**config.mk**
```make
export PLATFORM = sky130hd
export DESIGN_NAME = wb_arbiter
export DESIGN_NICKNAME = d
export VERILOG_FILES = /design/src/rtl/wb_arbiter_pkg.sv /design/src/rtl/wb_load_queue.sv /design/src/rtl/wb_arbiter.sv
export SDC_FILE = /design/constraint.sdc
export NUM_CORES = 1
export LEC_CHECK = 0
export CAP_MARGIN = 40
export CELL_PAD_IN_SITES_DETAIL_PLACEMENT = 1
export CELL_PAD_IN_SITES_GLOBAL_PLACEMENT = 1
export CORE_UTILIZATION = 46
export DETAILED_ROUTE_END_ITERATION = 8
export GPL_TIMING_DRIVEN = 0
export PLACE_DENSITY_LB_ADDON = 0.1
export SLEW_MARGIN = 15
export SYNTH_ARGS = -nofsm -noshare
export SYNTH_HDL_FRONTEND = slang
export SYNTH_SLANG_ARGS = --single-unit
```
**constraint.sdc**
```tcl
create_clock -name clk -period 8.55 [get_ports clk]
set_input_delay 0.855 -clock clk [delete_from_list [all_inputs] [get_ports clk]]
set_output_delay 0.855 -clock clk [all_outputs]
set_load 0.1 [all_outputs]
```
**src/rtl/wb_arbiter_pkg.sv**
```systemverilog
// Shared constants and types for the writeback arbiter and its load queue.
package wb_arbiter_pkg;

  localparam logic        RESET_EN         = 1'b0;  // rstn level that resets
  localparam logic        W_REG_EN         = 1'b1;  // register-file write enable level
  localparam int unsigned XLEN             = 32;
  localparam int unsigned REG_IDX_W        = 5;
  localparam int unsigned NUM_REGS         = 32;
  localparam int unsigned LQ_DEPTH_DEFAULT = 4;

  localparam logic [REG_IDX_W-1:0] ZERO_REG = '0;

  // Slot usage for one cycle, decided by how many ALUs claim a write port.
  typedef enum logic [1:0] {
    ModeDrain,  // no ALU: up to two LQ entries drain
    ModeMixed,  // one ALU: LQ head on port0, ALU on port1
    ModeAlus    // two ALUs: both ports taken, LQ waits
  } wb_mode_e;

  typedef struct packed {
    logic                 wen;
    logic [REG_IDX_W-1:0] rd;
    logic [XLEN-1:0]      data;
  } wb_port_t;

  localparam wb_port_t PORT_IDLE = '{wen: ~W_REG_EN, rd: ZERO_REG, data: '0};

endpackage

```
**src/rtl/wb_load_queue.sv**
```systemverilog
// Circular load queue with per-entry live bits, WAW kill by destination match,
// head/head+1 read ports and a pending-load bitmap over the live entries.
module wb_load_queue
  import wb_arbiter_pkg::*;
#(
  parameter int unsigned LQ_DEPTH = LQ_DEPTH_DEFAULT,
  parameter int unsigned LQ_PTR_W = 2
) (
  input  logic                 clk,
  input  logic                 rstn,
  input  logic                 push,
  input  logic [REG_IDX_W-1:0] push_rd,
  input  logic [XLEN-1:0]      push_data,
  input  logic [1:0]           pop_cnt,
  input  logic                 kill0_en,
  input  logic [REG_IDX_W-1:0] kill0_rd,
  input  logic                 kill1_en,
  input  logic [REG_IDX_W-1:0] kill1_rd,
  output logic [LQ_PTR_W:0]    count,
  output logic                 head0_valid,
  output logic                 head0_live,
  output logic [REG_IDX_W-1:0] head0_rd,
  output logic [XLEN-1:0]      head0_data,
  output logic                 head1_valid,
  output logic                 head1_live,
  output logic [REG_IDX_W-1:0] head1_rd,
  output logic [XLEN-1:0]      head1_data,
  output logic [NUM_REGS-1:0]  pending
);

  logic [REG_IDX_W-1:0] rd_q   [LQ_DEPTH];
  logic [XLEN-1:0]      data_q [LQ_DEPTH];
  logic [LQ_DEPTH-1:0]  live_q, live_d;
  logic [LQ_PTR_W-1:0]  head_q, tail_q, head1_ptr, off;
  logic [LQ_PTR_W:0]    count_q, pop_w;
  logic [LQ_DEPTH-1:0]  valid, popped, hit;
  logic                 push_hit;

  assign pop_w     = (LQ_PTR_W+1)'(pop_cnt);
  assign head1_ptr = head_q + 1'b1;
  assign push_hit  = (kill0_en && (push_rd == kill0_rd)) || (kill1_en && (push_rd == kill1_rd));

  // Per-entry occupancy, drain and kill-match flags, plus the pending bitmap.
  always_comb begin
    valid   = '0;
    popped  = '0;
    hit     = '0;
    pending = '0;
    off     = '0;
    for (int i = 0; i < LQ_DEPTH; i++) begin
      off       = LQ_PTR_W'(i) - head_q;
      valid[i]  = {1'b0, off} < count_q;
      popped[i] = valid[i] && ({1'b0, off} < pop_w);
      hit[i]    = (kill0_en && (rd_q[i] == kill0_rd)) || (kill1_en && (rd_q[i] == kill1_rd));
      if (valid[i] && live_q[i]) pending[rd_q[i]] = 1'b1;
    end
    pending[0] = 1'b0;
  end

  // Live-bit update: kill matching entries that stay queued; a new entry can die on arrival.
  always_comb begin
    live_d = live_q;
    for (int i = 0; i < LQ_DEPTH; i++) begin
      if (valid[i] && !popped[i] && hit[i]) live_d[i] = 1'b0;
    end
    if (push) live_d[tail_q] = !push_hit;
  end

  // Pointer, occupancy and live-bit state.
  always_ff @(posedge clk) begin
    if (rstn == RESET_EN) begin
      head_q  <= '0;
      tail_q  <= '0;
      count_q <= '0;
      live_q  <= '0;
    end else begin
      head_q  <= head_q + LQ_PTR_W'(pop_cnt);
      tail_q  <= tail_q + LQ_PTR_W'(push);
      count_q <= count_q + (LQ_PTR_W+1)'(push) - pop_w;
      live_q  <= live_d;
    end
  end

  // Entry payload; contents are meaningless until covered by count.
  always_ff @(posedge clk) begin
    if (push) begin
      rd_q[tail_q]   <= push_rd;
      data_q[tail_q] <= push_data;
    end
  end

  assign count       = count_q;
  assign head0_valid = count_q != '0;
  assign head0_live  = live_q[head_q];
  assign head0_rd    = rd_q[head_q];
  assign head0_data  = data_q[head_q];
  assign head1_valid = count_q > (LQ_PTR_W+1)'(1);
  assign head1_live  = live_q[head1_ptr];
  assign head1_rd    = rd_q[head1_ptr];
  assign head1_data  = data_q[head1_ptr];

endmodule

```
**src/rtl/wb_arbiter.sv**
```systemverilog
// Dual-issue writeback stage: merges two never-stalled ALU streams with a
// back-pressured load stream buffered in a load queue, onto two registered write ports.
module wb_arbiter
  import wb_arbiter_pkg::*;
#(
  parameter int unsigned LQ_DEPTH = LQ_DEPTH_DEFAULT,
  parameter int unsigned LQ_PTR_W = 2
) (
  input  logic                 clk,
  input  logic                 rstn,
  input  logic                 alu0_wen,
  input  logic [REG_IDX_W-1:0] alu0_rd,
  input  logic [XLEN-1:0]      alu0_data,
  input  logic                 alu1_wen,
  input  logic [REG_IDX_W-1:0] alu1_rd,
  input  logic [XLEN-1:0]      alu1_data,
  input  logic                 lsu_valid,
  input  logic [REG_IDX_W-1:0] lsu_rd,
  input  logic [XLEN-1:0]      lsu_data,
  output logic                 lsu_ready,
  output logic                 wen0,
  output logic [REG_IDX_W-1:0] wreg_id0,
  output logic [XLEN-1:0]      wreg_data0,
  output logic                 wen1,
  output logic [REG_IDX_W-1:0] wreg_id1,
  output logic [XLEN-1:0]      wreg_data1,
  output logic [NUM_REGS-1:0]  load_pending,
  output logic [LQ_PTR_W:0]    lq_count
);

  logic                 alu0_slot, alu1_slot, lq_push;
  logic [1:0]           lq_pop;
  logic                 head0_valid, head0_live, head1_valid, head1_live;
  logic [REG_IDX_W-1:0] head0_rd, head1_rd;
  logic [XLEN-1:0]      head0_data, head1_data;
  wb_mode_e             mode;
  wb_port_t             port0_d, port0_q, port1_d, port1_q, alu_single;

  // A write to x0 is architecturally void, so it never claims a port.
  assign alu0_slot = (alu0_wen == W_REG_EN) && (alu0_rd != ZERO_REG);
  assign alu1_slot = (alu1_wen == W_REG_EN) && (alu1_rd != ZERO_REG);

  // Credit comes from the registered count only; same-cycle pops do not free space.
  assign lsu_ready = (rstn != RESET_EN) && (lq_count < (LQ_PTR_W+1)'(LQ_DEPTH));
  assign lq_push   = lsu_valid && lsu_ready && (lsu_rd != ZERO_REG);

  wb_load_queue #(
    .LQ_DEPTH (LQ_DEPTH),
    .LQ_PTR_W (LQ_PTR_W)
  ) u_lq (
    .clk         (clk),
    .rstn        (rstn),
    .push        (lq_push),
    .push_rd     (lsu_rd),
    .push_data   (lsu_data),
    .pop_cnt     (lq_pop),
    .kill0_en    (alu0_slot),
    .kill0_rd    (alu0_rd),
    .kill1_en    (alu1_slot),
    .kill1_rd    (alu1_rd),
    .count       (lq_count),
    .head0_valid (head0_valid),
    .head0_live  (head0_live),
    .head0_rd    (head0_rd),
    .head0_data  (head0_data),
    .head1_valid (head1_valid),
    .head1_live  (head1_live),
    .head1_rd    (head1_rd),
    .head1_data  (head1_data),
    .pending     (load_pending)
  );

  // Classify the cycle by how many ALUs need a port.
  always_comb begin
    mode = ModeDrain;
    if (alu0_slot && alu1_slot)      mode = ModeAlus;
    else if (alu0_slot || alu1_slot) mode = ModeMixed;
  end

  // Port assignment and LQ pop count; younger results always land on port1.
  always_comb begin
    port0_d    = PORT_IDLE;
    port1_d    = PORT_IDLE;
    lq_pop     = 2'd0;
    alu_single = alu0_slot ? '{wen: W_REG_EN, rd: alu0_rd, data: alu0_data}
                           : '{wen: W_REG_EN, rd: alu1_rd, data: alu1_data};
    unique case (mode)
      ModeAlus: begin
        port0_d = '{wen: W_REG_EN, rd: alu0_rd, data: alu0_data};
        port1_d = '{wen: W_REG_EN, rd: alu1_rd, data: alu1_data};
      end
      ModeMixed: begin
        port1_d = alu_single;
        if (head0_valid) begin
          lq_pop  = 2'd1;
          port0_d = '{wen: head0_live ? W_REG_EN : ~W_REG_EN, rd: head0_rd, data: head0_data};
        end
      end
      ModeDrain: begin
        if (head0_valid) begin
          lq_pop  = 2'd1;
          port0_d = '{wen: head0_live ? W_REG_EN : ~W_REG_EN, rd: head0_rd, data: head0_data};
        end
        if (head1_valid) begin
          lq_pop  = 2'd2;
          port1_d = '{wen: head1_live ? W_REG_EN : ~W_REG_EN, rd: head1_rd, data: head1_data};
        end
      end
      default: ;
    endcase
  end

  // Registered write ports toward the register file.
  always_ff @(posedge clk) begin
    if (rstn == RESET_EN) begin
      port0_q <= PORT_IDLE;
      port1_q <= PORT_IDLE;
    end else begin
      port0_q <= port0_d;
      port1_q <= port1_d;
    end
  end

  assign wen0       = port0_q.wen;
  assign wreg_id0   = port0_q.rd;
  assign wreg_data0 = port0_q.data;
  assign wen1       = port1_q.wen;
  assign wreg_id1   = port1_q.rd;
  assign wreg_data1 = port1_q.data;

endmodule

```
After elaboration in Yosys (flattened, before gate mapping). Memory sizes are Yosys's and may differ from the RTL's. A register that Yosys moved wholly into a read port is not among the register bits. Index checks and enable logic that the tools add are counted.

Bits in registers: 87. RAM bits: 148. Logic and storage cells: 152. Memories: 2.

Memories: u_lq.data_q (depth 4, width 32, rd ports 2, clocked after memory_dff 1, wr ports 1, RTL line wb_load_queue.sv:32) `logic [XLEN-1:0] data_q [LQ_DEPTH];`; u_lq.rd_q (depth 4, width 5, rd ports 6, clocked after memory_dff 1, wr ports 1, RTL line wb_load_queue.sv:31) `logic [REG_IDX_W-1:0] rd_q [LQ_DEPTH];`.

$add $sub $neg: 9. Order comparisons: 22. Equal/unequal tests: 12. Mux-type cells: 40. Bitwise logic cells: 3. Reductions and logical operators: 54.

Operator list (number): two-way mux 32 bit (4); case mux 38 bit (3 select lines) (1); OR 32 bit (3); two-way mux 38 bit (2); case mux 38 bit (2 select lines) (1); equality test 5 bit (10); logical AND 1 bit (37); two-way mux 37 bit (1); < comparator 5 x 6 -> 1 bit (second input constant) (4); demux 1 bit (select 5 bit) (4); greater-or-equal comparator 5 x 1 -> 1 bit (second input constant) (4); two-way mux 1 bit (17); nonzero test 5 bit (3); < comparator 2 x 3 -> 1 bit (4); < comparator 2 x 3 -> 1 bit (second input constant) (3); < comparator 2 bit (4); two-way mux 2 bit (4); logical OR 1 bit (6); logical NOT 1 bit (5); binary-select mux 1 bit (select 2 bit) (2); bitwise mux 4 bit (1); two-way mux 4 bit (1); case mux 2 bit (2 select lines) (1); subtractor 1 x 2 -> 2 bit (first input constant) (2); other kinds (15) (16).

Logic depth before layout (Yosys ltp).
Depth after elaboration: 15. Depth in mapped cells: 16. Gate-level depth less buffers: 12.

Modules after synthesis. Synthesis repeated with hierarchy kept, for this count alone.

Cells, all modules: 962. Area, all modules: 12244.2 um2.

Modules (own cells, without submodules): wb_load_queue (times used 1, cells each 589, area each 8839.7 um2, sequential area each 4664.5 um2); wb_arbiter (times used 1, cells each 373, area each 3404.5 um2, sequential area each 1521.5 um2).

Worst setup path after synthesis. OpenSTA, ideal clock, no wires.

Kind: flip-flop to output port. Start point: register u_lq.head_q[1]. End point: output port load_pending[28]. Arrival time: 3877 ps. Required time: 7695 ps. Path slack: 3818 ps. Cell stages (with the launch flop): 11. Buffers on the path: 4. Path through: dfxtp_1 > buf_2 > buf_2 > clkbuf_1 > inv_1 > ha_1 > nand2b_1 > o211ai_1 > or3_1 > clkbuf_1 > o221ai_1.

Word-level cells in the longest chain between the ends: 10. Elaborated cells on any way between the ends: 19. Classes of those cells: 4 x add/sub; 4 x order compare; 4 x mux; 3 x bitwise; 4 x reduce/logical.

Ends and longest elaborated chain: start, declared (RTL line wb_load_queue.sv:34) `logic [LQ_PTR_W-1:0] head_q, tail_q, head1_ptr, off;`; start signal, assigned (RTL line wb_load_queue.sv:77) `head_q <= head_q + LQ_PTR_W'(pop_cnt);`; subtractor 1 x 2 -> 2 bit (RTL line wb_load_queue.sv:51) `off = LQ_PTR_W'(i) - head_q;`; < comparator 2 x 3 -> 1 bit (RTL line wb_load_queue.sv:52) `valid[i] = {1'b0, off} < count_q;`; logical AND 1 bit (RTL line wb_load_queue.sv:55) `if (valid[i] && live_q[i]) pending[rd_q[i]] = 1'b1;`; two-way mux 32 bit (RTL line wb_load_queue.sv:55); OR 32 bit (no source line); two-way mux 32 bit (RTL line wb_load_queue.sv:55); OR 32 bit (no source line); two-way mux 32 bit (RTL line wb_load_queue.sv:55); OR 32 bit (no source line); two-way mux 32 bit * (RTL line wb_load_queue.sv:55); end, declared (RTL line wb_arbiter.sv:27) `output logic [NUM_REGS-1:0] load_pending,`.

Every way passes the cells marked *; elsewhere a longest branch is shown, timed or not.

Worst setup path after layout.
Start point: register u_lq.head_q[1]. End point: output port load_pending[20].

Same word-level chain as after synthesis.

==> metrics <==
residual DRC count 0; CTS Root Cell clkbuf_16; grt ovf 0; Placeable Area 0.0260 mm²; via count ~11000; hold crit path type register to register; WL met1 17.9 mm; WL final 48.5 mm; final hold violation count 0; Area Overhead vs Synth 45.4%; fmax around 160 MHz; sequential-to-total area share from yosys stat 0.509; Yosys top cell area share 0.366; Setup Viol. Count Final 0; final clock period utilization by the worst path 0.727; type of origin of the critical path register; htree depth 1; top_reg_cell synth edfxtp_1; worst IR drop on VDD 0.221 mV; First-pass DRT Iterations 9; ys async rst share 0; Tightest Pin Transition 906 ps; CP required 7700 ps; #FFs+latches synth 235; largest net degree at the start of global routing 28; clk_skew around 11 ps; Starting Density 0.468; RSZ-0062 raised after global routing false; CP Max Fanout 10; post-route setup TNS 0 ps; CP Capture Type output port; relative max-transition margin 0.396; Final Cell Area ~0.018 mm²; leakage 6.17 nW; PortBufs around 220; outcome finished clean; # IOs roughly 230; Setup Fix Bufs, Post-CTS 0; placed cell areas 0.0168 mm²; DR WL/cell 29.2 µm; first-pass GRT wire length 71.2 mm; initial antenna violation count 1; total track usage 0.359; vias per cell 6.47; cts repair resizes 0; Clock transition at path regs 60 ps; max layer used met5; vias in the first global route about 12000; top post-synthesis cells by area edfxtp_1 (37%), dfxtp_1 (14%), mux4_2 (14%); Power Dens Cells 265 mW/mm²; Syn Std Cell Area 0.0122 mm²; post-synth net total approximately 1100; remaining antenna violation count 0; detailed placer's ending HPWL roughly 33 mm; worst skew pair latency 550 ps; share of layout cells above drive strength 1 0.241; CP Class register to output port; synth warn 0; routed wl met3 4.30 mm; Synth cell types a little under 60; Mapped Avg Cell Area approximately 13 µm²; met2 wire length 24.5 mm; CTS buffer count 27; Synth area leader edfxtp_1; DRC marker count from the first detailed-route iteration 1440; total power approximately 4.7 mW; Num Clock Sinks 235; Min Clock Period, post-route between 6000 and 7000 ps; Maximum Capacitance Violations 0; EDFF count, synth 148; GP Congestion about 0.9; die width 165 µm; WP data arrival 5360 ps; Die Area 0.0271 mm²; Clock Tree Buf Depth 3; CTS tree done; fin. max-slew vios 0; Die Y 165 µm; Post-Syn Instances roughly 940; Layout Nets around 1400; # hold bufs at CTS 0; num rows 59
==> cell usage in the layout, fill, tap and decap left out, types with 20 or more instances in the layout <==
cell,instances
nand3_1,20
xor2_1,23
nor2b_1,44
xnor2_1,31
buf_8,96
clkbuf_1,67
a222oi_1,36
mux2_2,36
mux4_2,76
nand2_1,32
inv_1,20
a22oi_1,49
nor2_1,53
clkdlybuf4s50_1,216
dfxtp_1,87
clkbuf_16,27
edfxtp_1,148
==> logic make-up after synthesis <==
family | count (synthesis) | synth area share
buffers and inverters | 117 | 0.0412
other | 1 | 0.000308
adders and majority gates | 18 | 0.0204
xor gates and xnor gates | 54 | 0.0389
and+or+nand+nor | 244 | 0.111
AOI/OAI and AO/OA | 156 | 0.105
muxes | 112 | 0.174
DFF | 235 | 0.509
==> Yosys cell counts (all sizes together) (3+ instances only) <==
cell type and number:
a211o 3, buf 26, a21oi 7, or3b 7
a222oi 36, mux4 76, nand2b 12, nand3b 9
mux2 36, fa 3, or2 3, nor2 53
or3 4, xnor2 31, dfxtp 87, or4 7
o22ai 13, ha 15, inv 24, o21ai 6
and3b 5, edfxtp 148, clkbuf 67, nor3 13
o22a 6, a22oi 49, nand3 21, nor2b 44
nor3b 11, and2 10, nand2 32, xor2 23
o221ai 8, a221o 6, nand4 6, o211ai 14
==> flip-flops by register name, summed over array words and instances, names as in the netlist <==
name / cells
u_lq.data_q: 128
wreg_data0: 32
wreg_data1: 32
u_lq.rd_q: 20
wreg_id0: 5
wreg_id1: 5
u_lq.live_q: 4
u_lq.count: 3
u_lq.head_q: 2
u_lq.tail_q: 2
wen0: 1
wen1: 1
==> worst paths after layout <==
check	cells past startpoint	end	slack (ps)	start
worst max-delay path	14	load_pending[20]	2340	u_lq.head_q[1]
worst min-delay path	2	u_lq.live_q[1]	570	u_lq.live_q[1]
worst max register to register	11	u_lq.live_q[0]	4850	u_lq.head_q[1]
worst min register to register	2	u_lq.live_q[1]	570	u_lq.live_q[1]
==> stage by stage <==
step / util / worst slack [ps] / hold WS [ps] / cells
2_1_floorplan: - / 3820 / 483 / 937
3_3_place_gp: 0.567 / 2540 / 521 / 1488
3_5_place_dp: 0.645 / 3070 / 545 / 1609
4_1_cts: 0.680 / 2430 / 555 / 1658
5_1_grt: 0.680 / 2150 / 581 / 1658
6_report: 0.680 / 2340 / 566 / 1660
==> area by class of cell <==
class                           count  area (µm²)
Antenna cell                        2        5.00
Buffer                             93         410
Clock buffer                       30         697
Clock inverter                     19         216
Fill cell                        2445        8310
Inverter                           24        90.1
Multi-Input combinational cell    585        5480
Sequential cell                   235        6190
Tap cell                          335         419
Timing Repair Buffer              337        4170
==> power breakdown <==
| group | switching, mW | internal [mW] |
|---|---|---|
| combinational | 1.27 | 0.848 |
| clock | 0.488 | 0.710 |
| sequential | 0.0533 | 1.31 |
==> routing by layer <==
layer  vias up  track usage
li1       4391            -
met1      5477        0.444
met2       721        0.619
met3       150       0.0635
met4         2        0.147
met5         -            0
==> worst max-delay path: stages, from the launching register on <==
cell	delay (ps)
dfxtp_1	440
buf_2	240
buf_2	440
clkbuf_1	700
xnor2_1	260
inv_1	110
ha_1	290
nand2b_1	70
o211ai_1	400
or3_1	170
clkbuf_1	400
o22ai_1	150
or3_1	410
clkdlybuf4s50_1	500
buf_8	200
(Power assumes the default switching activity.)
==> patch (same flow settings) <==
`RESET_EN`: 1'b0 -> 1'b1.
--- a/src/rtl/wb_arbiter_pkg.sv
+++ b/src/rtl/wb_arbiter_pkg.sv
@@ -2,5 +2,5 @@
 package wb_arbiter_pkg;
 
-  localparam logic        RESET_EN         = 1'b0;  // rstn level that resets
+  localparam logic        RESET_EN         = 1'b1;  // rstn level that resets
   localparam logic        W_REG_EN         = 1'b1;  // register-file write enable level
   localparam int unsigned XLEN             = 32;
Check against the original RTL: not equivalent (Yosys sat finds a counterexample within 4 cycles, from zero or initial values).
==> patch against the original RTL <==
- clock skew increased by 23 ps
- global-route usage increased by 0.85 points
- core utilization decreased by 0.33 points
- setup slack improved by 530 ps
- clock power decreased by 3%
- sequential cell count unchanged
- final area decreased by 0.77%
- largest power group unchanged
- wire length increased by 1.7%
- total power decreased by 0.50%
- synthesized area decreased by 0.39%
- largest cell class unchanged
==> patch: results (changes against the original RTL) <==
Non-clock buffer count -> 426 (was 430)
Post-Place Setup Slack -> 3210 ps (was 3070 ps)
Clk cell area share -> 4.94% (was 5.17%)
Leakage -> 6.22 nW (was 6.17 nW)
Largest net degree at the start of global routing -> 29 (was 28)
CP max stage delay -> 650 ps (was 700 ps)
IO Port Bufs -> 215 (was 216)
CTS Buf Count -> 26 (was 27)
Status -> completed (unchanged)
Fraction of area in registers -> 35.3% (was 35.0%)
Power Density -> 266 nW/um^2 (was 265 nW/um^2)
Avg Inst Size Synth -> 12.8 sq um (was 13.0 sq um)
VDD IR max -> 0.249 mV (was 0.221 mV)
Worst path slowest cell -> nor3b_2 (was clkbuf_1)
Compound-gate portion of the synthesized area -> 10.0% (was 10.5%)
Vias in the first global route -> 11400 (was 11500)
Synth Net Count -> 1080 (was 1071)
Post-synthesis adder-cell area fraction -> 2.05% (was 2.04%)
Worst-Margin Slew -> 877 ps (was 906 ps)
Nets -> 1442 (was 1437)
Routed vias/inst -> 6.47 (about the same)
Clock buffer count -> 37 (was 30)
Count of cell types in the netlist -> 57 (was 58)
Clk_skew -> 33.4 ps (was 10.9 ps)
Seq/Total Area, Yosys -> 51.1% (was 50.9%)
Pre-Repair DR Iteration Count -> 7 (was 9)
Initial DRC count -> 1576 (was 1440)
Top post-synthesis cells by count -> edfxtp_1 (148), nor2_1 (88), dfxtp_1 (87), mux4_2 (76), a22oi_1 (57) (was edfxtp_1 (148), dfxtp_1 (87), mux4_2 (76), clkbuf_1 (65), nor2_1 (53))
# diodes -> 4 (was 2)
Synth top area cells -> edfxtp_1 (37%), dfxtp_1 (14%), mux4_2 (14%), a22oi_1 (3.5%), a222oi_1 (3.1%) (was edfxtp_1 (37%), dfxtp_1 (14%), mux4_2 (14%), mux2_2 (3.3%), a22oi_1 (3.0%))
#MultiIn Comb -> 593 (was 585)
Buffer share of cell area -> 26.1% (was 25.9%)
Initial antenna violation count -> 5 (was 1)
Post-synth top area share -> 36.7% (was 36.6%)
Hpwl dp -> 33.8 mm (was 33.5 mm)
Placed cell area -> 16600 sq um (was 16800 sq um)
GP Congestion -> 0.906 (was 0.887)
Filler Cells Inserted -> 2433 (was 2445)
Routed len/inst -> 29.6 microns (was 29.2 microns)
XOR/XNOR Fraction of Synth Area -> 3.91% (was 3.89%)
First-pass GRT wire length -> 72.3 mm (was 71.2 mm)
All-Layer GR Usage -> 36.7% (was 35.9%)
Multi-input combinational area share -> 30.7% (was 31.0%)
Fin cells -> 1667 (was 1660)
Share of cells above drive strength 1 -> 24.8% (was 24.1%)
Cells after DPL -> 1613 (was 1609)
-- patch: power breakdown --
| part | internal (W) | total (W) | switching (W) |
|---|---|---|---|
| logic | 0.000840 | 0.00213 | 0.00129 |
| registers | 0.00131 | 0.00137 | 0.0000591 |
| clock network | 0.000667 | 0.00116 | 0.000491 |
| total | 0.00282 | 0.00466 | 0.00184 |
-- patch: worst paths after layout --
path	cells past startpoint	slack [ps]	startpoint	endpoint
max	12	2860	u_lq.head_q[1]	load_pending[14]
max reg2reg	10	5450	u_lq.count[2]	u_lq.count[2]
min	2	580	u_lq.live_q[3]	u_lq.live_q[3]
min reg2reg	2	580	u_lq.live_q[3]	u_lq.live_q[3]
-- patch: routing by layer --
layer / share of wire [%] / global-route usage, %
met3: 9.2 / 6.69
met1: 36 / 45.5
met2: 49 / 61.6
met5: 0.020 / 0
met4: 5.1 / 18.2
